**src/rtl/disp_pkg.sv**
```systemverilog
// Shared constants and hex-to-segment table for active-low 7-segment display blocks.
package disp_pkg;

  localparam logic [6:0] SEG_BLANK = 7'h7F;
  localparam logic       AN_OFF    = 1'b1;
  localparam logic       DP_OFF    = 1'b1;
  localparam logic       DP_ON     = 1'b0;

  // Segment pattern {g,f,e,d,c,b,a}, active-low
  function automatic logic [6:0] hex2seg(input logic [3:0] nib);
    logic [6:0] seg;
    seg = SEG_BLANK;
    case (nib)
      4'h0: seg = 7'h40;
      4'h1: seg = 7'h79;
      4'h2: seg = 7'h24;
      4'h3: seg = 7'h30;
      4'h4: seg = 7'h19;
      4'h5: seg = 7'h12;
      4'h6: seg = 7'h02;
      4'h7: seg = 7'h78;
      4'h8: seg = 7'h00;
      4'h9: seg = 7'h10;
      4'hA: seg = 7'h08;
      4'hB: seg = 7'h03;
      4'hC: seg = 7'h46;
      4'hD: seg = 7'h21;
      4'hE: seg = 7'h06;
      4'hF: seg = 7'h0E;
      default: seg = SEG_BLANK;
    endcase
    return seg;
  endfunction

endpackage

```
**src/rtl/hex7seg_decode.sv**
```systemverilog
// Combinational nibble to active-low 7-segment pattern.
module hex7seg_decode
  import disp_pkg::*;
(
  input  logic [3:0] nib,
  output logic [6:0] seg_c
);

  always_comb begin
    seg_c = hex2seg(nib);
  end

endmodule

```
**src/rtl/seg_scan_driver.sv**
```systemverilog
// Time-multiplexed common-anode 7-segment driver with per-frame input snapshot,
// anti-ghosting blank at each digit switch and slow blink on selected digits.
module seg_scan_driver
  import disp_pkg::*;
#(
  parameter int unsigned DIGITS     = 4,
  parameter int unsigned SCAN_TIME  = 50000,
  parameter int unsigned BLANK_TIME = 500,
  parameter int unsigned BLINK_TIME = 25000000
) (
  input  logic                  clk,
  input  logic                  rst_n,
  input  logic [4*DIGITS-1:0]   digit_val,
  input  logic [DIGITS-1:0]     digit_en,
  input  logic [DIGITS-1:0]     blink_en,
  input  logic [DIGITS-1:0]     dp_en,
  output logic [DIGITS-1:0]     an,
  output logic [6:0]            seg,
  output logic                  dp
);

  localparam int unsigned SCAN_W  = (SCAN_TIME  > 1) ? $clog2(SCAN_TIME)  : 1;
  localparam int unsigned IDX_W   = (DIGITS     > 1) ? $clog2(DIGITS)     : 1;
  localparam int unsigned BLINK_W = (BLINK_TIME > 1) ? $clog2(BLINK_TIME) : 1;

  logic [SCAN_W-1:0]         scan_cnt_q, scan_cnt_d;
  logic [IDX_W-1:0]          idx_q, idx_d;
  logic [BLINK_W-1:0]        blink_cnt_q, blink_cnt_d;
  logic                      blink_phase_q, blink_phase_d;
  logic [DIGITS-1:0][3:0]    val_s_q, val_s_d;
  logic [DIGITS-1:0]         en_s_q, en_s_d;
  logic [DIGITS-1:0]         blink_s_q, blink_s_d;
  logic [DIGITS-1:0]         dp_s_q, dp_s_d;
  logic [DIGITS-1:0]         an_q, an_d;
  logic [6:0]                seg_q, seg_d;
  logic                      dp_q, dp_d;

  logic [6:0] dec_seg;
  logic       frame_start;
  logic       visible;

  hex7seg_decode u_dec (
    .nib   (val_s_q[idx_q]),
    .seg_c (dec_seg)
  );

  always_comb begin
    scan_cnt_d    = scan_cnt_q + SCAN_W'(1);
    idx_d         = idx_q;
    blink_cnt_d   = blink_cnt_q + BLINK_W'(1);
    blink_phase_d = blink_phase_q;
    val_s_d       = val_s_q;
    en_s_d        = en_s_q;
    blink_s_d     = blink_s_q;
    dp_s_d        = dp_s_q;
    an_d          = {DIGITS{AN_OFF}};
    seg_d         = SEG_BLANK;
    dp_d          = DP_OFF;

    frame_start = (scan_cnt_q == '0) && (idx_q == '0);
    visible     = en_s_q[idx_q] && !(blink_s_q[idx_q] && blink_phase_q);

    // Slot timing and digit advance
    if (scan_cnt_q == SCAN_W'(SCAN_TIME - 1)) begin
      scan_cnt_d = '0;
      idx_d      = (idx_q == IDX_W'(DIGITS - 1)) ? '0 : idx_q + IDX_W'(1);
    end

    if (blink_cnt_q == BLINK_W'(BLINK_TIME - 1)) begin
      blink_cnt_d   = '0;
      blink_phase_d = ~blink_phase_q;
    end

    // Inputs only enter the display path at frame start to avoid tearing
    if (frame_start) begin
      val_s_d   = digit_val;
      en_s_d    = digit_en;
      blink_s_d = blink_en;
      dp_s_d    = dp_en;
    end

    if (scan_cnt_q >= SCAN_W'(BLANK_TIME)) begin
      an_d  = ~(DIGITS'(1) << idx_q);
      seg_d = visible ? dec_seg : SEG_BLANK;
      dp_d  = (dp_s_q[idx_q] && visible) ? DP_ON : DP_OFF;
    end
  end

  always_ff @(posedge clk or negedge rst_n) begin
    if (!rst_n) begin
      scan_cnt_q    <= '0;
      idx_q         <= '0;
      blink_cnt_q   <= '0;
      blink_phase_q <= 1'b0;
      val_s_q       <= '0;
      en_s_q        <= '0;
      blink_s_q     <= '0;
      dp_s_q        <= '0;
      an_q          <= {DIGITS{AN_OFF}};
      seg_q         <= SEG_BLANK;
      dp_q          <= DP_OFF;
    end else begin
      scan_cnt_q    <= scan_cnt_d;
      idx_q         <= idx_d;
      blink_cnt_q   <= blink_cnt_d;
      blink_phase_q <= blink_phase_d;
      val_s_q       <= val_s_d;
      en_s_q        <= en_s_d;
      blink_s_q     <= blink_s_d;
      dp_s_q        <= dp_s_d;
      an_q          <= an_d;
      seg_q         <= seg_d;
      dp_q          <= dp_d;
    end
  end

  assign an  = an_q;
  assign seg = seg_q;
  assign dp  = dp_q;

endmodule

```
**config.mk**
```make
export PLATFORM = sky130hd
export DESIGN_NAME = seg_scan_driver
export DESIGN_NICKNAME = d
export VERILOG_FILES = /design/src/rtl/disp_pkg.sv /design/src/rtl/hex7seg_decode.sv /design/src/rtl/seg_scan_driver.sv
export SDC_FILE = /design/constraint.sdc
export NUM_CORES = 1
export LEC_CHECK = 0
export ABC_CLOCK_PERIOD_IN_PS = 5200
export CAP_MARGIN = 20
export CORE_MARGIN = 2
export CORE_UTILIZATION = 40
export DETAILED_ROUTE_END_ITERATION = 16
export DONT_BUFFER_PORTS = 1
export SLEW_MARGIN = 15
export SYNTH_ARGS = -nofsm -noshare
export SYNTH_HDL_FRONTEND = slang
export SYNTH_SLANG_ARGS = --single-unit
```
**constraint.sdc**
```tcl
create_clock -name clk -period 5.2 [get_ports clk]
set_input_delay 0.78 -clock clk [delete_from_list [all_inputs] [get_ports clk]]
set_output_delay 0.78 -clock clk [all_outputs]
set_load 0.01 [all_outputs]
```
### Word level (Yosys, flattened, before mapping)

Memory sizes are Yosys's and may differ from the RTL's.
Index checks and enable logic that the tools add are counted.

| word-level totals | value |
|---|---|
| bits of input ports | 30 |
| bits in read-only memories | 112 |
| flip-flop bits (word level) | 84 |
| memories kept | 1 |

| operators by class | value |
|---|---|
| shift operators | 1 |
| $add $sub $neg | 3 |
| mux-type cells | 16 |
| bitwise logic cells | 2 |
| equal/unequal tests | 3 |
| reduce and logical (&&, ||, !) cells | 7 |
| order comparisons | 2 |

Memory list:

| name | depth | width | rd ports | clocked after Yosys merged registers in | write ports | line | source |
|---|---|---|---|---|---|---|---|
| (name not given) | 16 | 7 | 1 | 0 | 0 | disp_pkg.sv:13 | `case (nib)` |

Operator list:

| kind | count |
|---|---|
| $add A25 B1 Y25 const B | 1 |
| $eq A25 B25 Y1 const B | 1 |
| $mux W25 | 1 |
| $add A16 B1 Y16 const B | 1 |
| $eq A16 B16 Y1 const B | 1 |
| $ge A16 B9 Y1 const B | 1 |
| $logic_not A16 Y1 | 1 |
| $mux W16 | 1 |
| $mux W7 | 2 |
| $bmux W4 S2 | 1 |
| $mux W4 | 2 |
| $bmux W1 S2 | 3 |
| $mux W1 | 5 |
| $logic_and A1 B1 Y1 | 4 |
| $not A4 Y4 | 1 |
| $shl A1 B2 Y4 const A | 1 |
| $lt A2 B3 Y1 const B | 1 |
| $add A2 B1 Y2 const B | 1 |
| $eq A2 B2 Y1 const B | 1 |
| $logic_not A2 Y1 | 1 |
| $mux W2 | 1 |
| $logic_not A1 Y1 | 1 |
| $not A1 Y1 | 1 |

### Logic depth before layout (Yosys ltp)

Gate-level depths: netlist of the first run.

| depth | value |
|---|---|
| depth after elaboration | 8 |
| gate-level depth with buffers | 8 |
| depth with buffers taken out | 6 |

### By module

From an unflattened synthesis of the first run, not the netlist that was laid out.

| unflattened totals | value |
|---|---|
| cell total of the unflattened synthesis | 343 |
| area, all modules | 4077.7 µm² |

By module, submodules not included:

| module | cells an instance | times used | area each (µm²) |
|---|---|---|---|
| seg_scan_driver | 311 | 1 | 3802.4 |
| hex7seg_decode | 32 | 1 | 275.3 |

### Least setup slack after synthesis of the first run

No wires, ideal clock.

| timing | value |
|---|---|
| kind | reg-to-reg |
| from | register idx_q[1] |
| to | register blink_s_q[0] |
| data required time | 5.075 ns |
| arrival | 2.181 ns |
| setup time | 0.125 ns |
| path buffers | 2 |
| cell stages (with the launch flop) | 9 |
| slack | 2.894 ns |
| clock period less this slack | 2.306 ns |
| path through | dfrtp_1 clkbuf_1 inv_1 ha_1 nor4bb_1 nand3_1 nor2_2 buf_2 mux2_2 |

| on the way | value |
|---|---|
| cells in the longest elaborated chain, start to end | 2 |

Ends and longest elaborated chain:

| item | line | source |
|---|---|---|
| from (decl) | seg_scan_driver.sv:27 | `logic [IDX_W-1:0] idx_q, idx_d;` |
| from (signal assigned) | seg_scan_driver.sv:104 | `idx_q <= idx_d;` |
| $logic_not A2 Y1 | seg_scan_driver.sv:60 | `frame_start = (scan_cnt_q == '0) && (idx_q == '0);` |
| $logic_and A1 B1 Y1 | seg_scan_driver.sv:60 |  |
| to (signal assigned) | seg_scan_driver.sv:109 | `blink_s_q <= blink_s_d;` |
| to (decl) | seg_scan_driver.sv:32 | `logic [DIGITS-1:0] blink_s_q, blink_s_d;` |

Every way passes these cells.
A chain may end at the register's enable or synchronous reset.

### Final worst setup path of the first run

| timing | value |
|---|---|
| from | register idx_q[0] |
| to | register blink_s_q[3] |

Same word-level chain as after synthesis.

==> report_table.html, run 1 <==
<table>
<tr><th>Metric</th><th>Value</th></tr>
<tr><th colspan="2">GRT</th></tr>
<tr><td>Number of global-route vias before repair</td><td>2,522</td></tr>
<tr><td>Pin count of the biggest net entering global routing</td><td>85</td></tr>
<tr><td>Total routing resource utilization after global routing</td><td>14.4%</td></tr>
<tr><td>Wire length of the first global-routing pass</td><td>12.6 mm</td></tr>
<tr><td>Number of antenna violations at the first check in global routing</td><td>0</td></tr>
<tr><td>Total congestion overflow</td><td>0</td></tr>
<tr><th colspan="2">Yosys</th></tr>
<tr><td>Syn Inst Count</td><td>342</td></tr>
<tr><td>Combinational family with the most area after synthesis</td><td>simple AND/OR/NAND/NOR gates</td></tr>
<tr><td>Yosys top cell by area</td><td>sky130_fd_sc_hd__dfrtp_1</td></tr>
<tr><td>Ranking of synthesized cells by area</td><td>sky130_fd_sc_hd__dfrtp_1, sky130_fd_sc_hd__mux2_2, sky130_fd_sc_hd__dfstp_2</td></tr>
<tr><td>EDFF count, synth</td><td>0</td></tr>
<tr><td>Synthesized area</td><td>0.00406 mm^2</td></tr>
<tr><td>Fraction of the mapped netlist area in compound gates</td><td>5.24%</td></tr>
<tr><td>Synth Warn #</td><td>0</td></tr>
<tr><td>Adder-Cell Fraction of Synth Area</td><td>4.00%</td></tr>
<tr><td>Sequential share of the synthesized area</td><td>52.1%</td></tr>
<tr><td>Multiplexer share of the synthesized area</td><td>14.3%</td></tr>
<tr><td>Main synth FF type</td><td>sky130_fd_sc_hd__dfrtp_1</td></tr>
<tr><td>Net Count, Synth</td><td>385</td></tr>
<tr><td>Async set-or-reset flop fraction in the synthesized netlist</td><td>100%</td></tr>
<tr><td>Flip-flop and latch count after synthesis</td><td>84</td></tr>
<tr><td>Parity-gate share of the synthesized area counting xor and xnor cells</td><td>6.25%</td></tr>
<tr><td>Top cell type's share of synthesized area</td><td>44.4%</td></tr>
<tr><td>Synth Area per Inst</td><td>11.9 um^2</td></tr>
<tr><td>Unique cell type count in the Yosys netlist</td><td>41</td></tr>
<tr><td>Share of synthesized cell area in and, or, nand and nor gates</td><td>15.2%</td></tr>
<tr><th colspan="2">Die</th></tr>
<tr><td>Die boundary width</td><td>105 um</td></tr>
<tr><td>Die height</td><td>105 um</td></tr>
<tr><td>I/O pin cnt</td><td>42</td></tr>
<tr><td>Core region area</td><td>0.00982 mm^2</td></tr>
<tr><td>Number of core rows</td><td>36</td></tr>
<tr><td>Starting utilization of the core area</td><td>41.4%</td></tr>
<tr><td>Floorplan die area</td><td>0.0110 mm^2</td></tr>
<tr><th colspan="2">Clock tree</th></tr>
<tr><td>CTS tree</td><td>done</td></tr>
<tr><td>Clock insertion delay at the later pin of the skew report</td><td>0.36 ns</td></tr>
<tr><td>Buffer cell driving the clock tree root</td><td>sky130_fd_sc_hd__clkbuf_8</td></tr>
<tr><td>CTS resizes</td><td>0</td></tr>
<tr><td>Largest buffer count on any clock path</td><td>2</td></tr>
<tr><td>Clock sink count</td><td>84</td></tr>
<tr><td>Hold_buf cts</td><td>0</td></tr>
<tr><td>Num CTS Buffers</td><td>9</td></tr>
<tr><td>Clock transition at the registers of the reported paths</td><td>0.09 ns</td></tr>
<tr><td>Max H-tree Level</td><td>3</td></tr>
<tr><td>Post-CTS setup repair buffer count</td><td>0</td></tr>
<tr><th colspan="2">Routing</th></tr>
<tr><td>Drt first-iter violations</td><td>69</td></tr>
<tr><td>Drt via density</td><td>5.25</td></tr>
<tr><td>Final wirelength</td><td>7.19 mm</td></tr>
<tr><td>DRT antenna net count</td><td>0</td></tr>
<tr><td>Router iterations before antenna repair</td><td>4</td></tr>
<tr><td>Routed wire length per instance</td><td>15.0 um</td></tr>
<tr><td>DRC violation count after routing</td><td>0</td></tr>
<tr><td>Routed vias</td><td>2,515</td></tr>
<tr><th colspan="2">Critical path</th></tr>
<tr><td>Critical Path Source Type</td><td>flip-flop</td></tr>
<tr><td>Largest fanout on the critical path</td><td>28</td></tr>
<tr><td>Reg-to-reg slack, setup</td><td>2.83 ns</td></tr>
<tr><td>Arrival time of data at the critical path endpoint</td><td>2.61 ns</td></tr>
<tr><td>Endpoint required time on the critical path</td><td>5.44 ns</td></tr>
<tr><td>Worst Setup Path Type</td><td>reg2reg</td></tr>
<tr><td>Worst setup EP type</td><td>flip-flop</td></tr>
<tr><th colspan="2">Cells and area</th></tr>
<tr><td>Antenna cells</td><td>0</td></tr>
<tr><td>Layout cell share with drive strength beyond 1</td><td>22.0%</td></tr>
<tr><td>Most frequent cells in the layout</td><td>sky130_fd_sc_hd__dfrtp_1, sky130_fd_sc_hd__mux2_2, sky130_fd_sc_hd__nand2_1</td></tr>
<tr><td>Most frequent standard cell in the layout excluding fill and tap cells</td><td>sky130_fd_sc_hd__dfrtp_1</td></tr>
<tr><td>Area growth from synthesis to final layout</td><td>7.64%</td></tr>
<tr><td>Final net count</td><td>384</td></tr>
<tr><td>Fill cell count</td><td>938</td></tr>
<tr><th colspan="2">Pwr</th></tr>
<tr><td>Leak Pwr</td><td>1.78 nW</td></tr>
<tr><td>Power density normalized to cell area</td><td>264 mW/mm^2</td></tr>
<tr><td>Peak supply drop</td><td>117 uV</td></tr>
<tr><th colspan="2">STA</th></tr>
<tr><td>Clock Skew</td><td>0.00979 ns</td></tr>
<tr><td>Headroom to the max-slew limit</td><td>36.8%</td></tr>
<tr><td>Final setup violation count</td><td>0</td></tr>
<tr><td>Final slew viol count</td><td>0</td></tr>
<tr><td>Worst slew pin tran</td><td>0.944 ns</td></tr>
<tr><td>Highest attainable clock frequency</td><td>422 MHz</td></tr>
<tr><td>Final critical-path share of the clock period</td><td>45.6%</td></tr>
<tr><td>Final hold violation count</td><td>0</td></tr>
<tr><td>RSZ-0062 raised after global routing</td><td>false</td></tr>
<tr><td>Minimum clock period</td><td>2.37 ns</td></tr>
<tr><td>Total negative slack for setup checks</td><td>0 ns</td></tr>
<tr><td>Post-route setup slack</td><td>2.83 ns</td></tr>
<tr><th colspan="2">Placed design</th></tr>
<tr><td>Post-placement worst setup slack</td><td>2.80 ns</td></tr>
<tr><td>Number of buffers added on ports</td><td>0</td></tr>
<tr><td>GPL Wtd Cong</td><td>0.844</td></tr>
<tr><td>DP Wirelength</td><td>5.02 mm</td></tr>
<tr><th colspan="2">Worst hold path</th></tr>
<tr><td>Min-delay worst type</td><td>in2async</td></tr>
<tr><th colspan="2">Flow run</th></tr>
<tr><td>MaxCap Viol Count</td><td>0</td></tr>
<tr><th colspan="2">Outcome</th></tr>
<tr><td>Result of the run</td><td>finished, final reports clean</td></tr>
</table>
per-layer routing:
| metal | wire, um | track usage [%] | share of wire [%] |
|---|---|---|---|
| met1 | 3200 | 18.3 | 45 |
| met4 | 46 | 4.19 | 0.64 |
| met5 | 0 | 0 | 0 |
| met2 | 3610 | 22.9 | 50 |
| met3 | 335 | 5.36 | 4.7 |
cells in the mapped netlist (all sizes together) (5+ instances only):
master	instances
dfrtp	72
buf	7
xnor2	13
mux2i	5
and3	6
xor2	16
nor2	19
mux2	31
ha	13
nand2	22
or4	7
mux4	8
o21ai	8
nor3	5
o31ai	7
clkbuf	6
dfstp	12
nand3	15
a21oi	12
inv	14
nand4	10
or3	6
worst max-delay path, stage by stage, from the launching register on:
cell and delay, ns:
sky130_fd_sc_hd__dfrtp_1 0.58, sky130_fd_sc_hd__inv_1 0.28, sky130_fd_sc_hd__ha_1 0.20, sky130_fd_sc_hd__nor4bb_1 0.26, sky130_fd_sc_hd__nand3_1 0.12, sky130_fd_sc_hd__nor2_2 0.09, sky130_fd_sc_hd__buf_4 0.32, sky130_fd_sc_hd__mux2_2 0.38
through the flow:
| stage | hold WS, ns | total power, mW | cell area, um^2 | std cells | utilization (%) |
|---|---|---|---|---|---|
| after global placement | 0.436 | 0.715 | 4180 | 463 | 42.6 |
| after floorplan | 0.424 | 0.710 | 4060 | 342 | - |
| after detailed placement | 0.450 | 0.717 | 4180 | 463 | 42.6 |
| after global routing | 0.0689 | 1.21 | 4370 | 479 | 44.5 |
| after CTS | 0.0823 | 1.18 | 4370 | 479 | 44.5 |
| final | 0.112 | 1.15 | 4370 | 479 | 44.5 |
path summary, 6_finish.rpt:
check                               start              to  depth (start not counted)
max                              idx_q[0]    blink_s_q[3]                          7
min                                 rst_n  blink_cnt_q[7]                          0
max reg2reg                      idx_q[0]    blink_s_q[3]                          7
min reg2reg                blink_cnt_q[0]  blink_cnt_q[0]                          1
max in group asynchronous           rst_n          seg[0]                          0
min in group clk           blink_cnt_q[0]  blink_cnt_q[0]                          1
sequential cells by signal (all words and copies together), names as in the netlist, 2 cells and up:
register and cells:
en_s_q 4, an 4, blink_s_q 4, seg 7
scan_cnt_q 16, val_s_q 16, idx_q 2, dp_s_q 4
blink_cnt_q 25
cells by family (layout without fill, tap and decap cells):
logic type / Yosys count / in the layout
compound gates: 34 / 34
xor+xnor: 29 / 29
fa+ha+maj: 13 / 13
buf+inv: 27 / 31
flops: 84 / 84
mux: 44 / 44
simple gates: 111 / 111
report_power, final:
part           internal [mW]  switching [mW]  leakage (nW)  total [mW]
registers              0.664         0.00712          1.04       0.671
clock network          0.188           0.263        0.0962       0.450
logic                 0.0197          0.0131         0.645      0.0329
total                  0.872           0.283          1.78        1.15
area by class of cell:
| cell class | count | area, um^2 | share of cell area [%] |
|---|---|---|---|
| sequential | 84 | 2120 | 48.4 |
| clock buffer | 9 | 124 | 2.83 |
| timing repair buffer | 1 | 7.51 | 0.172 |
| inverter | 14 | 52.6 | 1.20 |
| tap | 133 | 166 | 3.81 |
| clock inverter | 7 | 67.6 | 1.55 |
| multi-input combinational | 231 | 1840 | 42.0 |
(Power assumes the default switching activity.)
==> run 2, diff against run 1 <==
Settings changed: ABC_CLOCK_PERIOD_IN_PS 5200 to 2100.
Clock period 5.2 ns to 2.1 ns, I/O delays scaled along.
==> run 2 against run 1 <==
The flow now finishes with violations (negative hold slack). Flip-flop and latch count stayed put. Register-to-register slack lost 2.8 ns. Via count grew 5.4%. Non-clock buffer count up 18. Wire length is 11% higher. Combinational power rose to 2.6 times the previous value. Final cell count increased by 3.8%. Power rose to 2.7 times the previous value. Utilization increased by 2.9 points. Critical endpoint is now seg[3]. Highest routed layer unchanged.
==> report_table.html, run 2 (synthesis results as in run 1) <==
<table>
<tr><th>Metric</th><th>Value</th></tr>
<tr><th colspan="2">Outcome</th></tr>
<tr><td>Result of the run</td><td>complete, but fails checks</td></tr>
<tr><td>Violations in the final reports</td><td>negative hold slack</td></tr>
<tr><th colspan="2">STA</th></tr>
<tr><td>Clock Skew</td><td>0.0152 ns</td></tr>
<tr><td>Headroom to the max-slew limit</td><td>67.9%</td></tr>
<tr><td>Total negative slack for setup checks</td><td>0 ns</td></tr>
<tr><td>Final slew viol count</td><td>0</td></tr>
<tr><td>Final critical-path share of the clock period</td><td>96.6%</td></tr>
<tr><td>Post-route setup slack</td><td>0.0709 ns</td></tr>
<tr><td>Final setup violation count</td><td>0</td></tr>
<tr><td>Final hold violation count</td><td>84</td></tr>
<tr><td>Worst slew pin tran</td><td>0.475 ns</td></tr>
<tr><td>Tightest hold margin</td><td>-0.367 ns</td></tr>
<tr><td>Highest attainable clock frequency</td><td>493 MHz</td></tr>
<tr><td>Minimum clock period</td><td>2.03 ns</td></tr>
<tr><th colspan="2">Pwr</th></tr>
<tr><td>Internal power consumption</td><td>2.41 mW</td></tr>
<tr><td>Share of power burned in registers</td><td>54.1%</td></tr>
<tr><td>Peak supply drop</td><td>459 uV</td></tr>
<tr><td>Leak Pwr</td><td>1.91 nW</td></tr>
<tr><td>Power density normalized to cell area</td><td>660 mW/mm^2</td></tr>
<tr><td>Switching share of power</td><td>21.6%</td></tr>
<tr><td>Share of total power in the clock network</td><td>43.1%</td></tr>
<tr><td>Switching power</td><td>0.665 mW</td></tr>
<tr><td>Combinational fraction of design power</td><td>2.7%</td></tr>
<tr><th colspan="2">Die</th></tr>
<tr><td>Starting utilization of the core area</td><td>41.4%</td></tr>
<tr><td>Number of core rows</td><td>36</td></tr>
<tr><td>I/O pin cnt</td><td>42</td></tr>
<tr><td>Die boundary width</td><td>105 um</td></tr>
<tr><td>Core region area</td><td>0.00982 mm^2</td></tr>
<tr><td>Die height</td><td>105 um</td></tr>
<tr><td>Floorplan die area</td><td>0.0110 mm^2</td></tr>
<tr><th colspan="2">Routing</th></tr>
<tr><td>Routed vias</td><td>2,651</td></tr>
<tr><td>Drt via density</td><td>5.33</td></tr>
<tr><td>DRC violation count after routing</td><td>0</td></tr>
<tr><td>Router iterations before antenna repair</td><td>4</td></tr>
<tr><td>DRT antenna net count</td><td>0</td></tr>
<tr><td>Drt first-iter violations</td><td>95</td></tr>
<tr><td>Final wirelength</td><td>7.96 mm</td></tr>
<tr><td>Routed wire length per instance</td><td>16.0 um</td></tr>
<tr><th colspan="2">Clock tree</th></tr>
<tr><td>Clock sink count</td><td>84</td></tr>
<tr><td>Num CTS Buffers</td><td>9</td></tr>
<tr><td>Largest buffer count on any clock path</td><td>2</td></tr>
<tr><td>Buffer cell driving the clock tree root</td><td>sky130_fd_sc_hd__clkbuf_8</td></tr>
<tr><td>Max H-tree Level</td><td>3</td></tr>
<tr><td>Clock insertion delay at the later pin of the skew report</td><td>0.37 ns</td></tr>
<tr><td>CTS tree</td><td>done</td></tr>
<tr><td>Clock transition at the registers of the reported paths</td><td>0.09 ns</td></tr>
<tr><th colspan="2">Critical path</th></tr>
<tr><td>Endpoint required time on the critical path</td><td>2.40 ns</td></tr>
<tr><td>Worst Setup Path Type</td><td>reg2reg</td></tr>
<tr><td>Critical Path Source Type</td><td>flip-flop</td></tr>
<tr><td>Launching point of the worst reg2reg path</td><td>idx_q[0]</td></tr>
<tr><td>Worst setup EP type</td><td>flip-flop</td></tr>
<tr><td>Crit path from</td><td>idx_q[0]</td></tr>
<tr><td>Logic depth of the worst register-to-register path</td><td>7</td></tr>
<tr><td>Largest fanout on the critical path</td><td>5</td></tr>
<tr><td>Arrival time of data at the critical path endpoint</td><td>2.33 ns</td></tr>
<tr><th colspan="2">Cells and area</th></tr>
<tr><td>Most frequent cells in the layout</td><td>sky130_fd_sc_hd__dfrtp_1, sky130_fd_sc_hd__mux2_2, sky130_fd_sc_hd__nand2_1</td></tr>
<tr><td>Fill cell count</td><td>952</td></tr>
<tr><td>Registers with the highest flip-flop counts</td><td>blink_cnt_q (25), scan_cnt_q (16), val_s_q (16)</td></tr>
<tr><td>Register containing the most flip-flops in the final layout</td><td>blink_cnt_q</td></tr>
<tr><td>Most frequent standard cell in the layout excluding fill and tap cells</td><td>sky130_fd_sc_hd__dfrtp_1</td></tr>
<tr><td>Layout cell share with drive strength beyond 1</td><td>28.8%</td></tr>
<tr><td>Share of the core filled with cells</td><td>47.5%</td></tr>
<tr><td>Antenna cells</td><td>0</td></tr>
<tr><td>Flip-flop count of the largest register, all copies and words added</td><td>25</td></tr>
<tr><td>Final net count</td><td>402</td></tr>
<tr><td>Area growth from synthesis to final layout</td><td>14.7%</td></tr>
<tr><th colspan="2">GRT</th></tr>
<tr><td>Total routing resource utilization after global routing</td><td>15.1%</td></tr>
<tr><td>Pin count of the biggest net entering global routing</td><td>85</td></tr>
<tr><td>Wire length of the first global-routing pass</td><td>13.1 mm</td></tr>
<tr><td>Number of global-route vias before repair</td><td>2,634</td></tr>
<tr><td>Total congestion overflow</td><td>0</td></tr>
<tr><td>Number of antenna violations at the first check in global routing</td><td>0</td></tr>
<tr><th colspan="2">Flow run</th></tr>
<tr><td>MaxCap Viol Count</td><td>0</td></tr>
<tr><th colspan="2">Placed design</th></tr>
<tr><td>DP Wirelength</td><td>5.37 mm</td></tr>
<tr><td>GPL Wtd Cong</td><td>0.838</td></tr>
<tr><td>Number of buffers added on ports</td><td>0</td></tr>
<tr><td>Post-placement worst setup slack</td><td>-0.0304 ns</td></tr>
<tr><th colspan="2">Worst hold path</th></tr>
<tr><td>Min-delay worst type</td><td>in2async</td></tr>
</table>
-- run 2: through the flow --
step	cells	cell area (um^2)	total power [mW]
floorplan	342	4090	1.76
global placement	476	4300	1.77
detailed placement	476	4300	1.78
CTS	492	4530	3.12
global route	497	4660	3.21
finish	497	4660	3.08
-- run 2: power groups by stage --
| stage | sequential [mW] | clock, mW | combinational [mW] |
|---|---|---|---|
| floorplan | 1.69 | 0 | 0.0711 |
| global placement | 1.69 | 0 | 0.0791 |
| detailed placement | 1.70 | 0 | 0.0824 |
| CTS | 1.66 | 1.37 | 0.0825 |
| global route | 1.67 | 1.45 | 0.0931 |
| finish | 1.66 | 1.33 | 0.0839 |
-- run 2: critical path: stages, from the launching register on --
cell,delay (ns)
sky130_fd_sc_hd__dfrtp_2,0.45
sky130_fd_sc_hd__buf_4,0.15
sky130_fd_sc_hd__mux4_2,0.39
sky130_fd_sc_hd__inv_2,0.05
sky130_fd_sc_hd__buf_4,0.13
sky130_fd_sc_hd__ha_1,0.19
sky130_fd_sc_hd__mux4_2,0.46
sky130_fd_sc_hd__nand2b_4,0.14
-- run 2: final cells by class --
cell class | instances | area, um^2 | area share, %
sequential | 84 | 2120 | 45.5
multi-input combinational | 231 | 1880 | 40.4
timing repair buffer | 19 | 206 | 4.43
tap | 133 | 166 | 3.57
clock buffer | 10 | 138 | 2.95
clock inverter | 6 | 96.3 | 2.07
inverter | 14 | 52.6 | 1.13
-- run 2: path summary, 6_finish.rpt --
kind	to	slack, ns
max	seg[3]	0.07
min	scan_cnt_q[6]	-0.37
max reg2reg	seg[3]	0.07
min reg2reg	blink_cnt_q[0]	0.45
max in group asynchronous	seg[4]	2.25
min in group clk	val_s_q[4]	0.09
-- run 2: metal layers --
layer | vias up | track usage [%] | part of all wire [%]
met1 | 1316 | 17.8 | 44
li1 | 1258 | - | -
met5 | - | 0 | 0
met4 | 0 | 6.19 | 2.7
met2 | 53 | 24.0 | 48
met3 | 24 | 6.61 | 5.8
-- run 2: repair_timing --
item | in CTS | in global routing
setup endpoints to repair | 29 | 29
buffers inserted | 0 | 2
gates cloned | 0 | 3
hold endpoints to repair | 84 | 84
pin swaps | 0 | 3
resized for setup | 1 | 10
==> run 3, diff against run 2 <==
Settings changed: CTS_BUF_LIST set to sky130_fd_sc_hd__clkbuf_16, MAX_ROUTING_LAYER set to met4.
==> run 3 against run 2 <==
The run still ends with negative hold slack left. Sequential power about the same. Maximum frequency down 0.79%. Sequential share of layout area down 0.90 points. Die area unchanged. Highest routed layer unchanged.
==> report_table.html, run 3 (synthesis results as in run 1) <==
<table>
<tr><th>Metric</th><th>Value</th></tr>
<tr><th colspan="2">Outcome</th></tr>
<tr><td>Result of the run</td><td>complete, but fails checks</td></tr>
<tr><td>Violations in the final reports</td><td>negative hold slack</td></tr>
<tr><th colspan="2">STA</th></tr>
<tr><td>Headroom to the max-slew limit</td><td>62.8%</td></tr>
<tr><td>Final slew viol count</td><td>0</td></tr>
<tr><td>Minimum clock period</td><td>2.05 ns</td></tr>
<tr><td>Total negative slack for setup checks</td><td>0 ns</td></tr>
<tr><td>Clock Skew</td><td>0.00650 ns</td></tr>
<tr><td>Final critical-path share of the clock period</td><td>97.4%</td></tr>
<tr><td>Highest attainable clock frequency</td><td>489 MHz</td></tr>
<tr><td>Tightest hold margin</td><td>-0.331 ns</td></tr>
<tr><td>Final setup violation count</td><td>0</td></tr>
<tr><td>Worst slew pin tran</td><td>0.549 ns</td></tr>
<tr><td>Final hold violation count</td><td>84</td></tr>
<tr><th colspan="2">GRT</th></tr>
<tr><td>Pin count of the biggest net entering global routing</td><td>85</td></tr>
<tr><td>Total routing resource utilization after global routing</td><td>15.6%</td></tr>
<tr><td>Wire length of the first global-routing pass</td><td>13.2 mm</td></tr>
<tr><td>Number of antenna violations at the first check in global routing</td><td>0</td></tr>
<tr><td>Number of global-route vias before repair</td><td>2,637</td></tr>
<tr><td>Total congestion overflow</td><td>0</td></tr>
<tr><th colspan="2">Critical path</th></tr>
<tr><td>End of the worst register-to-register path</td><td>seg[3]</td></tr>
<tr><td>Largest fanout on the critical path</td><td>5</td></tr>
<tr><td>Arrival time of data at the critical path endpoint</td><td>2.31 ns</td></tr>
<tr><td>Critical Path Source Type</td><td>flip-flop</td></tr>
<tr><td>Max incr delay on CP</td><td>0.55 ns</td></tr>
<tr><td>Endpoint required time on the critical path</td><td>2.36 ns</td></tr>
<tr><td>Reg-to-reg slack, setup</td><td>0.05 ns</td></tr>
<tr><td>Slowest cell on crit path</td><td>sky130_fd_sc_hd__mux4_2</td></tr>
<tr><td>Logic depth of the worst register-to-register path</td><td>7</td></tr>
<tr><td>Worst setup EP type</td><td>flip-flop</td></tr>
<tr><td>Cells along the critical path</td><td>buf_4, mux4_2, inv_2, ha_1, inv_1, mux4_2, nand2b_4</td></tr>
<tr><td>Launching point of the worst reg2reg path</td><td>idx_q[0]</td></tr>
<tr><td>Most prevalent standard cell on the critical path</td><td>sky130_fd_sc_hd__mux4_2</td></tr>
<tr><td>Worst Setup Path Type</td><td>reg2reg</td></tr>
<tr><th colspan="2">Die</th></tr>
<tr><td>Floorplan die area</td><td>0.0110 mm^2</td></tr>
<tr><td>I/O pin cnt</td><td>42</td></tr>
<tr><td>Core region area</td><td>0.00982 mm^2</td></tr>
<tr><td>Die height</td><td>105 um</td></tr>
<tr><td>Starting utilization of the core area</td><td>41.4%</td></tr>
<tr><td>Die boundary width</td><td>105 um</td></tr>
<tr><td>Number of core rows</td><td>36</td></tr>
<tr><th colspan="2">Clock tree</th></tr>
<tr><td>CTS tree</td><td>done</td></tr>
<tr><td>Largest buffer count on any clock path</td><td>2</td></tr>
<tr><td>Num CTS Buffers</td><td>9</td></tr>
<tr><td>Clock transition at the registers of the reported paths</td><td>0.06 ns</td></tr>
<tr><td>Clock insertion delay at the later pin of the skew report</td><td>0.34 ns</td></tr>
<tr><td>Max H-tree Level</td><td>3</td></tr>
<tr><td>Buffer cell driving the clock tree root</td><td>sky130_fd_sc_hd__clkbuf_16</td></tr>
<tr><td>Clock sink count</td><td>84</td></tr>
<tr><th colspan="2">Routing</th></tr>
<tr><td>Router iterations before antenna repair</td><td>4</td></tr>
<tr><td>Drt via density</td><td>5.27</td></tr>
<tr><td>DRC violation count after routing</td><td>0</td></tr>
<tr><td>Final wirelength</td><td>8.08 mm</td></tr>
<tr><td>DRT antenna net count</td><td>0</td></tr>
<tr><td>Routed vias</td><td>2,621</td></tr>
<tr><td>Routed wire length per instance</td><td>16.3 um</td></tr>
<tr><td>Drt first-iter violations</td><td>89</td></tr>
<tr><th colspan="2">Cells and area</th></tr>
<tr><td>Final net count</td><td>402</td></tr>
<tr><td>Area growth from synthesis to final layout</td><td>17.0%</td></tr>
<tr><td>Antenna cells</td><td>0</td></tr>
<tr><td>Most frequent cells in the layout</td><td>sky130_fd_sc_hd__dfrtp_1, sky130_fd_sc_hd__mux2_2, sky130_fd_sc_hd__nand2_1</td></tr>
<tr><td>Most frequent standard cell in the layout excluding fill and tap cells</td><td>sky130_fd_sc_hd__dfrtp_1</td></tr>
<tr><td>Fill cell count</td><td>934</td></tr>
<tr><td>Register containing the most flip-flops in the final layout</td><td>blink_cnt_q</td></tr>
<tr><td>Layout cell share with drive strength beyond 1</td><td>28.6%</td></tr>
<tr><td>Flip-flop count of the largest register, all copies and words added</td><td>25</td></tr>
<tr><td>Registers with the highest flip-flop counts</td><td>blink_cnt_q (25), scan_cnt_q (16), val_s_q (16)</td></tr>
<tr><th colspan="2">Placed design</th></tr>
<tr><td>Number of buffers added on ports</td><td>0</td></tr>
<tr><td>GPL Wtd Cong</td><td>0.851</td></tr>
<tr><td>DP Wirelength</td><td>5.37 mm</td></tr>
<tr><th colspan="2">Flow run</th></tr>
<tr><td>MaxCap Viol Count</td><td>0</td></tr>
<tr><th colspan="2">Pwr</th></tr>
<tr><td>Power density normalized to cell area</td><td>726 mW/mm^2</td></tr>
<tr><td>Leak Pwr</td><td>1.95 nW</td></tr>
<tr><td>Peak supply drop</td><td>464 uV</td></tr>
<tr><th colspan="2">Worst hold path</th></tr>
<tr><td>Min-delay worst type</td><td>in2async</td></tr>
</table>
[run 3: cell count changes in the layout (fill, tap and decap cells not counted), sizes merged]
cell    before  now
clkbuf      12   11
clkinv       2    3
[run 3: critical path, delay by kind of cell, from the launching register on]
family / cells / cell delay [ns]
muxes: 2 / 0.98
adders and majority gates: 1 / 0.15
and+or+nand+nor: 1 / 0.14
DFF: 1 / 0.42
buffers and inverters: 3 / 0.27
[run 3: worst max-delay path by stage]
stage               startpoint      endpoint  slack, ns  cells after the start
detailed placement    idx_q[0]        seg[3]      -0.03                      6
floorplan             idx_q[0]  blink_s_q[0]      0.008                      8
CTS                   idx_q[0]    val_s_q[1]       0.01                      8
finish                idx_q[0]        seg[3]       0.05                      7
global placement      idx_q[0]        seg[3]      0.009                      6
global route          idx_q[0]    val_s_q[6]      -0.01                      8
[run 3: area by class of cell]
class	count	area (um^2)	share of cell area, %
clock buffers	9	225	4.74
clock inverters	7	100	2.11
inverters	14	55.1	1.16
multi-input cells	231	1880	39.6
flip-flops and latches	84	2120	44.6
well taps	133	166	3.50
repair buffers	19	206	4.34
[run 3: repair_timing]
item | CTS | global route
setup buffers | 0 | 2
resized for setup | 1 | 11
pin swaps | 0 | 3
cloned | 0 | 3
endpoints found under the setup margin | 29 | 29
hold endpoints to repair | 84 | 84
[run 3: through the flow]
stage                     instances  power (mW)  utilization [%]  worst slack, ns  area, um^2
after global routing            497        3.59             48.4          -0.0137        4750
final                           497        3.45             48.4           0.0547        4750
after CTS                       492        3.50             47.1           0.0139        4630
after detailed placement        476        1.78             43.8          -0.0304        4300
after floorplan                 342        1.76                -          0.00764        4090
after global placement          476        1.77             43.8          0.00921        4300
[run 3: power by group]
group          switching (mW)  leakage (nW)  internal, mW
logic                  0.0341         0.760        0.0518
registers              0.0192          1.04          1.65
clock network           0.649         0.155          1.05
[run 3: metal layers]
| layer | vias up | share of wire [%] | track usage (%) |
|---|---|---|---|
| met2 | 58 | 50 | 24.0 |
| met4 | 0 | 1.6 | 5.05 |
| met3 | 10 | 5.6 | 6.55 |
| met1 | 1290 | 43 | 18.5 |
| met5 | - | 0 | - |
| li1 | 1263 | - | - |
